File: src/rtl/arm_pkg.sv
// -----------------------------------------------------------------------------
// arm_pkg
// Shared definitions for the instruction-fetch stage:
//   - BUBBLE_INSTR_DEFAULT : word presented on IF/ID when nothing valid is held
//   - WORD_BYTES           : byte stride between sequential instruction words
//   - fetch_state_e        : fetch FSM state encoding (IDLE / WAIT / DROP)
//   - fetch_entry_t        : prefetch buffer entry {instr, pc_plus_four}
//   - next_word_addr()     : PC + WORD_BYTES, modulo 2^32
// -----------------------------------------------------------------------------
package arm_pkg;

  localparam logic [31:0] BUBBLE_INSTR_DEFAULT = 32'h0000_0000;
  localparam logic [31:0] WORD_BYTES           = 32'd4;

  typedef enum logic [1:0] {
    IDLE = 2'd0,  // no request outstanding
    WAIT = 2'd1,  // request outstanding, its data will be kept
    DROP = 2'd2   // request outstanding, its data is wrong-path and discarded
  } fetch_state_e;

  typedef struct packed {
    logic [31:0] instr;
    logic [31:0] pc_plus_four;
  } fetch_entry_t;

  // Sequential word address; wraps naturally past 32'hFFFF_FFFC.
  function automatic logic [31:0] next_word_addr(input logic [31:0] pc);
    return pc + WORD_BYTES;
  endfunction

endpackage

File: src/rtl/if_stage_fetch_fifo.sv
// -----------------------------------------------------------------------------
// fetch_fifo
// Prefetch buffer between the instruction-memory handshake and the IF/ID
// register. DEPTH entries (power of two), each a fetch_entry_t.
// Ports:
//   clk, rst      : clock, synchronous active-high reset (empties the buffer)
//   clear         : synchronous flush, takes priority over push/pop
//   push, wdata   : write an entry (ignored when full unless popping too)
//   pop, rdata    : rdata is the current head; pop advances it (ignored when empty)
//   full, empty   : occupancy flags
//   count         : occupancy, 0..DEPTH
// -----------------------------------------------------------------------------
module fetch_fifo
  import arm_pkg::*;
#(
  parameter int unsigned DEPTH = 2,
  localparam int unsigned AW   = $clog2(DEPTH)
) (
  input  logic         clk,
  input  logic         rst,
  input  logic         clear,
  input  logic         push,
  input  fetch_entry_t wdata,
  input  logic         pop,
  output fetch_entry_t rdata,
  output logic         full,
  output logic         empty,
  output logic [AW:0]  count
);

  localparam logic [AW:0] FULL_COUNT = (AW+1)'(DEPTH);

  fetch_entry_t   mem_q [DEPTH];
  logic [AW-1:0]  wr_ptr_q, wr_ptr_d;
  logic [AW-1:0]  rd_ptr_q, rd_ptr_d;
  logic [AW:0]    count_q, count_d;
  logic           do_push, do_pop;

  // Pointer and occupancy next-state; clear wins over everything.
  always_comb begin
    do_pop   = pop && (count_q != '0);
    // A push into a full buffer is accepted only when the head leaves the same edge.
    do_push  = push && ((count_q != FULL_COUNT) || do_pop);
    wr_ptr_d = wr_ptr_q;
    rd_ptr_d = rd_ptr_q;
    count_d  = count_q;
    if (clear) begin
      wr_ptr_d = '0;
      rd_ptr_d = '0;
      count_d  = '0;
    end else begin
      if (do_push) begin
        wr_ptr_d = wr_ptr_q + AW'(1'b1);
      end else begin
        wr_ptr_d = wr_ptr_q;
      end
      if (do_pop) begin
        rd_ptr_d = rd_ptr_q + AW'(1'b1);
      end else begin
        rd_ptr_d = rd_ptr_q;
      end
      case ({do_push, do_pop})
        2'b10:   count_d = count_q + (AW+1)'(1'b1);
        2'b01:   count_d = count_q - (AW+1)'(1'b1);
        default: count_d = count_q;
      endcase
    end
  end

  // Pointer / count registers.
  always_ff @(posedge clk) begin
    if (rst) begin
      wr_ptr_q <= '0;
      rd_ptr_q <= '0;
      count_q  <= '0;
    end else begin
      wr_ptr_q <= wr_ptr_d;
      rd_ptr_q <= rd_ptr_d;
      count_q  <= count_d;
    end
  end

  // Entry storage; contents are only meaningful behind the count, so no reset.
  always_ff @(posedge clk) begin
    if (do_push && !clear) begin
      mem_q[wr_ptr_q] <= wdata;
    end
  end

  assign rdata = mem_q[rd_ptr_q];
  assign full  = (count_q == FULL_COUNT);
  assign empty = (count_q == '0);
  assign count = count_q;

endmodule

File: src/rtl/if_stage.sv
// -----------------------------------------------------------------------------
// if_stage
// Instruction-fetch stage. Owns the fetch PC, issues word fetches over a
// req/ack handshake (one outstanding request max), buffers returned words in
// fetch_fifo and presents the head on registered IF/ID outputs.
// Ports:
//   clk, rst            : clock, synchronous active-high reset
//   freeze_in           : decode hazard stall; IF/ID outputs and FIFO head hold
//   branch_taken_in     : one-cycle redirect pulse (overrides freeze)
//   branch_address_in   : redirect target, word aligned
//   imem_req_out        : registered fetch request
//   imem_addr_out       : registered fetch address, stable while req is high
//   imem_ack_in         : response strobe, imem_rdata_in valid this cycle
//   imem_rdata_in       : fetched word
//   instruction_out     : IF/ID instruction (BUBBLE_INSTR when not valid)
//   pc_plus_four_out    : IF/ID PC of instruction_out plus 4
//   instr_valid_out     : instruction_out is a real fetched word
// -----------------------------------------------------------------------------
module if_stage
  import arm_pkg::*;
#(
  parameter int unsigned FIFO_DEPTH   = 2,
  parameter logic [31:0] RESET_PC     = 32'h0000_0000,
  parameter logic [31:0] BUBBLE_INSTR = BUBBLE_INSTR_DEFAULT
) (
  input  logic        clk,
  input  logic        rst,
  input  logic        freeze_in,
  input  logic        branch_taken_in,
  input  logic [31:0] branch_address_in,
  output logic        imem_req_out,
  output logic [31:0] imem_addr_out,
  input  logic        imem_ack_in,
  input  logic [31:0] imem_rdata_in,
  output logic [31:0] instruction_out,
  output logic [31:0] pc_plus_four_out,
  output logic        instr_valid_out
);

  localparam int unsigned AW         = $clog2(FIFO_DEPTH);
  localparam logic [AW:0] FULL_COUNT = (AW+1)'(FIFO_DEPTH);

  fetch_state_e state_q, state_d;
  logic [31:0]  fetch_pc_q, fetch_pc_d;
  logic [31:0]  redirect_pc_q, redirect_pc_d;
  logic         req_q, req_d;
  logic [31:0]  addr_q, addr_d;
  logic [31:0]  instr_q, instr_d;
  logic [31:0]  pc4_q, pc4_d;
  logic         valid_q, valid_d;

  logic         ack_s;
  logic         fifo_push, fifo_pop, fifo_clear;
  logic         fifo_full, fifo_empty;
  logic [AW:0]  fifo_count;
  logic [AW:0]  count_after;
  fetch_entry_t fifo_wdata, fifo_head;

  fetch_fifo #(
    .DEPTH (FIFO_DEPTH)
  ) u_fifo (
    .clk   (clk),
    .rst   (rst),
    .clear (fifo_clear),
    .push  (fifo_push),
    .wdata (fifo_wdata),
    .pop   (fifo_pop),
    .rdata (fifo_head),
    .full  (fifo_full),
    .empty (fifo_empty),
    .count (fifo_count)
  );

  // Fetch FSM, FIFO control and IF/ID next-state.
  always_comb begin
    state_d       = state_q;
    fetch_pc_d    = fetch_pc_q;
    redirect_pc_d = redirect_pc_q;
    req_d         = req_q;
    addr_d        = addr_q;
    instr_d       = instr_q;
    pc4_d         = pc4_q;
    valid_d       = valid_q;
    fifo_clear    = 1'b0;
    fifo_push     = 1'b0;
    fifo_pop      = 1'b0;
    fifo_wdata    = '{instr: imem_rdata_in, pc_plus_four: next_word_addr(addr_q)};

    // An ack only means something while a request is actually out.
    ack_s = req_q && imem_ack_in;

    // IF/ID register: branch flushes, freeze holds, otherwise drain the head.
    if (branch_taken_in) begin
      fifo_clear = 1'b1;
      instr_d    = BUBBLE_INSTR;
      valid_d    = 1'b0;
    end else if (freeze_in) begin
      instr_d = instr_q;
      valid_d = valid_q;
    end else if (!fifo_empty) begin
      fifo_pop = 1'b1;
      instr_d  = fifo_head.instr;
      pc4_d    = fifo_head.pc_plus_four;
      valid_d  = 1'b1;
    end else begin
      instr_d = BUBBLE_INSTR;
      valid_d = 1'b0;
    end

    // Only right-path data in WAIT is kept; branch-cycle data is wrong-path.
    fifo_push = !branch_taken_in && (state_q == WAIT) && ack_s;

    // Occupancy after this edge, used to decide whether a back-to-back issue fits.
    case ({fifo_push, fifo_pop})
      2'b10:   count_after = fifo_count + (AW+1)'(1'b1);
      2'b01:   count_after = fifo_count - (AW+1)'(1'b1);
      default: count_after = fifo_count;
    endcase

    if (branch_taken_in) begin
      if (req_q && !imem_ack_in) begin
        // Cannot withdraw the live request: remember the target, eat the reply.
        redirect_pc_d = branch_address_in;
        state_d       = DROP;
      end else begin
        req_d      = 1'b1;
        addr_d     = branch_address_in;
        fetch_pc_d = next_word_addr(branch_address_in);
        state_d    = WAIT;
      end
    end else begin
      case (state_q)
        IDLE: begin
          if (!fifo_full) begin
            req_d      = 1'b1;
            addr_d     = fetch_pc_q;
            fetch_pc_d = next_word_addr(fetch_pc_q);
            state_d    = WAIT;
          end else begin
            req_d   = 1'b0;
            state_d = IDLE;
          end
        end
        WAIT: begin
          if (ack_s) begin
            if (count_after < FULL_COUNT) begin
              req_d      = 1'b1;
              addr_d     = fetch_pc_q;
              fetch_pc_d = next_word_addr(fetch_pc_q);
              state_d    = WAIT;
            end else begin
              req_d   = 1'b0;
              state_d = IDLE;
            end
          end else begin
            state_d = WAIT;
          end
        end
        DROP: begin
          if (ack_s) begin
            req_d      = 1'b1;
            addr_d     = redirect_pc_q;
            fetch_pc_d = next_word_addr(redirect_pc_q);
            state_d    = WAIT;
          end else begin
            state_d = DROP;
          end
        end
        default: begin
          req_d   = 1'b0;
          state_d = IDLE;
        end
      endcase
    end
  end

  // State, handshake and IF/ID registers.
  always_ff @(posedge clk) begin
    if (rst) begin
      state_q       <= IDLE;
      fetch_pc_q    <= RESET_PC;
      redirect_pc_q <= RESET_PC;
      req_q         <= 1'b0;
      addr_q        <= RESET_PC;
      instr_q       <= BUBBLE_INSTR;
      pc4_q         <= 32'h0000_0000;
      valid_q       <= 1'b0;
    end else begin
      state_q       <= state_d;
      fetch_pc_q    <= fetch_pc_d;
      redirect_pc_q <= redirect_pc_d;
      req_q         <= req_d;
      addr_q        <= addr_d;
      instr_q       <= instr_d;
      pc4_q         <= pc4_d;
      valid_q       <= valid_d;
    end
  end

  assign imem_req_out     = req_q;
  assign imem_addr_out    = addr_q;
  assign instruction_out  = instr_q;
  assign pc_plus_four_out = pc4_q;
  assign instr_valid_out  = valid_q;

endmodule
File: config.mk
export PLATFORM = sky130hd
export DESIGN_NAME = if_stage
export DESIGN_NICKNAME = d
export VERILOG_FILES = /design/src/rtl/arm_pkg.sv /design/src/rtl/if_stage_fetch_fifo.sv /design/src/rtl/if_stage.sv
export SDC_FILE = /design/constraint.sdc
export NUM_CORES = 1
export LEC_CHECK = 0
export BUFFER_PORTS_ARGS = -buffer_cell sky130_fd_sc_hd__buf_2
export CAP_MARGIN = 20
export CORE_ASPECT_RATIO = 1.5
export CORE_MARGIN = 1
export CORE_UTILIZATION = 49
export CTS_CLUSTER_SIZE = 28
export DETAILED_ROUTE_END_ITERATION = 12
export GPL_TIMING_DRIVEN = 1
export PLACE_DENSITY = 0.72
export SLEW_MARGIN = 20
export SYNTH_ARGS = -nofsm -noshare
export SYNTH_HDL_FRONTEND = slang
export SYNTH_HIERARCHICAL = 1
export SYNTH_SLANG_ARGS = --single-unit
File: constraint.sdc
create_clock -name clk -period 6.6 [get_ports clk]
set_input_delay 0.33 -clock clk [delete_from_list [all_inputs] [get_ports clk]]
set_output_delay 0.33 -clock clk [all_outputs]
set_load 0.03 [all_outputs]
==> results of run 1 <==
==> per-stage QoR <==
| step | cell area [sq um] | hold WS, ps | setup slack [ps] | utilization | power [uW] |
|---|---|---|---|---|---|
| after floorplan | 12800 | 399 | 1710 | - | 2350 |
| after global placement | 13700 | 439 | 3040 | 0.535 | 2460 |
| after detailed placement | 13700 | 443 | 3000 | 0.535 | 2470 |
| after CTS | 14900 | 23.0 | 3080 | 0.579 | 3950 |
| after global routing | 14900 | 38.6 | 2750 | 0.579 | 4070 |
| final | 14900 | 43.3 | 3060 | 0.579 | 3920 |
==> area by class of cell <==
class,instances,area share
Tap cell,333,0.0280
Timing Repair Buffer,212,0.0848
Sequential cell,297,0.486
Clock inverter,10,0.00530
Multi-Input combinational cell,799,0.342
Inverter,17,0.00429
Clock buffer,39,0.0498
==> routing by layer <==
layer  vias up  GRT usage
met3        54     0.0269
met4         0     0.0838
met5         -          0
li1       4573          -
met1      4465      0.245
met2       263      0.412
==> registers in the layout (all words and copies together) (netlist names), 2 cells and up, named ones only <==
signal and cells:
pc_plus_four_out 32, u_fifo/count 2, state_q 2, redirect_pc_q 32, fetch_pc_q 32, u_fifo/mem_q 128
instruction_out 32, imem_addr_out 32
==> path summary, 6_finish.rpt <==
| path | start | end | slack (ps) | depth (start not counted) |
|---|---|---|---|---|
| setup / recovery | state_q[1] | fetch_pc_q[9] | 3060 | 11 |
| hold / removal | branch_address_in[26] | redirect_pc_q[26] | 40 | 3 |
| setup reg to reg | state_q[1] | fetch_pc_q[9] | 3060 | 11 |
| hold reg to reg | pc_plus_four_out[5] | pc_plus_four_out[5] | 450 | 2 |
==> cell families (layout without fill, tap and decap cells) <==
kind of cell,after synthesis,after routing,share of synthesized area
and+or+nand+nor,452,452,0.169
buffers and inverters,101,278,0.0378
AOI/OAI and AO/OA,213,213,0.119
xor gates and xnor gates,58,58,0.0398
DFF,297,297,0.567
muxes,73,73,0.0641
adders and majority gates,3,3,0.00294
==> power by group through the flow <==
stage | sequential, uW | combinational (uW) | clock, uW
after floorplan | 2090 | 261 | 0
after global placement | 2060 | 398 | 0
after detailed placement | 2060 | 407 | 0
after CTS | 2020 | 424 | 1510
after global routing | 2030 | 464 | 1580
final | 2020 | 424 | 1470
==> critical path, cell delays in order, from the launching register on <==
cell	delay, ps
dfxtp_1	290
buf_4	220
nor2_1	320
nand4_1	190
ha_1	260
xnor2_1	150
nor2_1	60
xor2_1	190
a32oi_4	720
buf_4	620
nor2_1	90
a211oi_1	280
==> placed cells by master, fill, tap and decap left out, types with 27 or more instances in the layout <==
| cell | n |
|---|---|
| dlygate4sd3_1 | 32 |
| a21oi_1 | 101 |
| nand2_1 | 217 |
| nand3_1 | 27 |
| buf_2 | 164 |
| mux2_2 | 66 |
| clkbuf_16 | 27 |
| a22oi_1 | 32 |
| nor2_1 | 98 |
| edfxtp_1 | 128 |
| xnor2_1 | 35 |
| dfxtp_1 | 168 |
| a211oi_1 | 29 |
==> reports/results.tsv, run 1 <==
metric	value	unit
power_frac_clock	0.375	
root_buffer	clkbuf_16	
ir_worst_vdd	0.000177	V
dp.cells	1626	
top_layer_used	met4	
synth_seq_area_share	0.567	
tightest_slew	1050	ps
syn_avg_cell_area	10.7	sq um
die_w	134	um
synth_edf_count	128	
drt-vias-per-instance	5.48	
antenna_found_initial	0	
synth_cells	1197	
dp_hpwl	19300	um
finalSetupTns	0	ps
switching_share	0.247	
status	finished, violations left	
min_period_over_period	0.536	
drtPass1Iterations	9	
cts-buffers-inserted	27	
cts_max_level	1	
track_usage	0.217	
met1_length	11700	um
row_count	72	
dr.first_iter.drc_count	610	
synth_top_area_cell	edfxtp_1	
grt_pass1_wl	46600	um
grt_pass1_vias	9368	
netlist_area	0.0128	sq mm
critPathRequiredTime	7030	ps
worstSetupStartpointType	flop	
power_density	263	mW/mm^2
clock_skew	9.43	ps
clock_sinks	297	
end_kind	flop	
met2WireLength	15200	um
multi_input_area	0.00509	sq mm
antenna_left	0	
ys_warn_count	6	
maxSlewHeadroom	0.298	
gp_congestion	0.870	
overflow	0	
cts_setup_buffers	0	
clk_latency	530	ps
synth_top_area_share	0.301	
p_int	2950	uW
wl_met3	1460	um
cp_max_fo	63	
p_leak	0.00545	uW
seqCellArea	0.00723	sq mm
power_frac_seq	0.516	
synth-main-ff-cell	dfxtp_1	
finalSetupViolCount	0	
violations	design-rule violations	
dieHeight	200	um
ys_top_cells_by_count	217 x nand2_1, 169 x dfxtp_1, 128 x edfxtp_1	
fmax	283	MHz
rsz0062_at_grt	no	
pin_count	167	
syn_nets	1269	
initial_core_util	0.497	
num_vias	9355	
p_switching	969	uW
p_comb_frac	0.108	
drc_errors	1	
cts_tree	done	
fillers	2191	
ys_seq_elements	297	
layout_min_cycle_time	3540	ps
yosysMostFrequentCell	nand2_1	
cts_resized	0	
critPathArrivalTime	3960	ps
path_class	flop to flop	
dieArea	0.0267	sq mm
clock_path_buffers	3	
clkTransAtPathRegs	70	ps
synthTopCellsByArea	edfxtp_1 30%, dfxtp_1 27%, nand2_1 6.4%	
hold_viol_final	0	
maxSlewViolCount	0	
hp-class	input pin to flop	
grt_max_degree	99	
maxCapViolCount	0	
ys_async_sr_fraction	0	
fp.coreArea	0.0257	sq mm
post_drt_wl_per_cell	17.2	um
layout-drive-gt1-share	0.227	
nets	1426	
n_antenna_cell	0	
synthDistinctLibCells	65	
drt_wl_total	29300	um
syn_to_final_growth	16.7	%
ctsHoldBuffers	32	
layout.cells.non_filler	1707	
numPortBuffers	166	
Note: power is estimated with default switching activity, not from simulation.
==> inputs of run 2 (changes only) <==
--- a/config.mk
+++ b/config.mk
@@ -13,7 +13,7 @@
 export CTS_CLUSTER_SIZE = 28
 export DETAILED_ROUTE_END_ITERATION = 12
 export GPL_TIMING_DRIVEN = 1
-export PLACE_DENSITY = 0.72
+export PLACE_DENSITY = 0.69
 export SLEW_MARGIN = 20
 export SYNTH_ARGS = -nofsm -noshare
 export SYNTH_HDL_FRONTEND = slang
==> constraint.sdc (replaced) <==
create_clock -name clk -period 3.6 [get_ports clk]
set_input_delay 0.18 -clock clk [delete_from_list [all_inputs] [get_ports clk]]
set_output_delay 0.18 -clock clk [all_outputs]
set_load 0.03 [all_outputs]
==> run 2 against run 1 <==
Against the previous run: the run now ends clean; sequential share of layout area down 1.8 points; register-to-register slack worse by 2600 ps; count of clock-buffer cells in the layout up 2; via count up 2.1%; sequential power up 84%; critical path type unchanged; critical endpoint is now fetch_pc_q[29]; largest cell class unchanged; largest power group unchanged.
==> reports/results.tsv, run 2 (synthesis results as in run 1) <==
metric	value	unit
worstSetupStartpointType	flop	
critPathRequiredTime	4060	ps
finalSetupViolCount	0	
fp.coreArea	0.0257	sq mm
utilization	0.601	
switching_share	0.243	
worstPathCellList	nand2b_4 -> buf_4 -> a311o_1 -> nand2_1 -> nor4b_1 -> nand4_1 -> xnor2_1 -> a211oi_1	
seqCellArea	0.00723	sq mm
hp-class	input pin to flop	
cts_tree	done	
largest_register	u_fifo/mem_q	
maxCapViolCount	0	
cp_max_fo	27	
ir_worst_vdd	0.000314	V
initial_core_util	0.497	
largest_reg_flops	128	
nets	1472	
antenna_found_initial	1	
path_class	flop to flop	
syn_to_final_growth	21.0	%
drc_errors	0	
clkTransAtPathRegs	60	ps
cts_max_level	1	
finalSetupTns	0	ps
layout-drive-gt1-share	0.232	
clock_path_buffers	3	
max_stage_delay	670	ps
overflow	0	
dieArea	0.0267	sq mm
dieHeight	200	um
multi_input_area	0.00509	sq mm
setup_ws	434	ps
antenna_left	0	
fillers	2158	
drtPass1Iterations	7	
pin_count	167	
clk_latency	550	ps
track_usage	0.223	
p_comb_frac	0.109	
layout_min_cycle_time	3170	ps
cp_slowest_cell	dfxtp_1	
p_int	5660	uW
min_period_over_period	0.879	
p_leak	0.00570	uW
power_density	485	mW/mm^2
power_frac_seq	0.497	
top_layer_used	met4	
status	finished clean	
root_buffer	clkbuf_16	
drt_wl_total	30400	um
num_vias	9549	
post_drt_wl_per_cell	17.3	um
fmax	316	MHz
power	7480	uW
met1_length	11900	um
dr.first_iter.drc_count	621	
p_switching	1820	uW
critPathArrivalTime	3630	ps
grt_pass1_wl	47100	um
final_cell_mix	216 x nand2_1, 168 x dfxtp_1, 164 x buf_2	
cpLargestDelayFamily	simple AND/OR/NAND/NOR gates	
tightest_slew	884	ps
drt-vias-per-instance	5.44	
final_common_cell	nand2_1	
maxSlewViolCount	0	
row_count	72	
grt_pass1_vias	9232	
cts_setup_buffers	0	
dpl_worst_slack	512	ps
numPortBuffers	166	
die_w	134	um
clock_sinks	297	
met2WireLength	15700	um
gp_congestion	0.908	
clock_skew	15.7	ps
wl_met3	1740	um
grt_max_degree	91	
dp_hpwl	20400	um
end_kind	flop	
cts-buffers-inserted	28	
power_frac_clock	0.393	
maxSlewHeadroom	0.411	
hold_viol_final	0	
path_buf_inv	1	
rsz0062_at_grt	no	
-- run 2: cell count changes in the layout (fill, tap and decap cells not counted), sizes merged --
cell | before | now
clkinvlp | 0 | 1
inv | 20 | 18
clkbuf | 39 | 41
buf | 180 | 193
dlygate4sd3 | 32 | 64
diode | 0 | 1
bufinv | 1 | 3
-- run 2: area by class of cell --
type / instances / share of cell area
well taps: 333 / 0.0270
clock buffers: 41 / 0.0506
flip-flops and latches: 297 / 0.468
clock inverters: 11 / 0.00876
inverters: 17 / 0.00413
repair buffers: 257 / 0.111
multi-input cells: 799 / 0.330
diodes: 1 / 0.000162
-- run 2: final timing paths --
path                                           start  cells after the start                   end  slack, ps
worst max-delay path                      state_q[0]                      8        fetch_pc_q[29]        430
worst min-delay path                     imem_ack_in                      4          imem_req_out         50
worst max register to register            state_q[0]                      8        fetch_pc_q[29]        430
worst min register to register  pc_plus_four_out[11]                      2  pc_plus_four_out[11]        450
-- run 2: through the flow --
stage	std cells	hold slack, ps	cell area, sq um
after detailed placement	1639	373	13900
after global routing	1756	62.7	15400
final	1756	47.7	15400
after CTS	1755	15.6	15400
after floorplan	1197	249	12800
after global placement	1639	369	13900
-- run 2: worst min-delay path, cell delays in order --
cell,delay (ps)
buf_2,110
nor2b_1,90
o21ai_0,80
a21oi_1,60
-- run 2: metal layers --
layer	vias to the layer above	track usage
li1	4669	-
met3	63	0.0282
met2	313	0.412
met5	-	0
met1	4504	0.254
met4	0	0.104
-- run 2: timing repair --
| item | in CTS | in global routing |
|---|---|---|
| hold endpoints to repair | 96 | 0 |
| hold buffers | 64 | 0 |
| resized for setup | 0 | 0 |
-- run 2: power groups by stage --
stage	clock network, uW	logic [uW]	registers, uW
after floorplan	0	479	3830
after global placement	0	744	3790
after detailed placement	0	758	3790
after CTS	3010	815	3720
after global routing	3120	891	3730
final	2940	819	3720
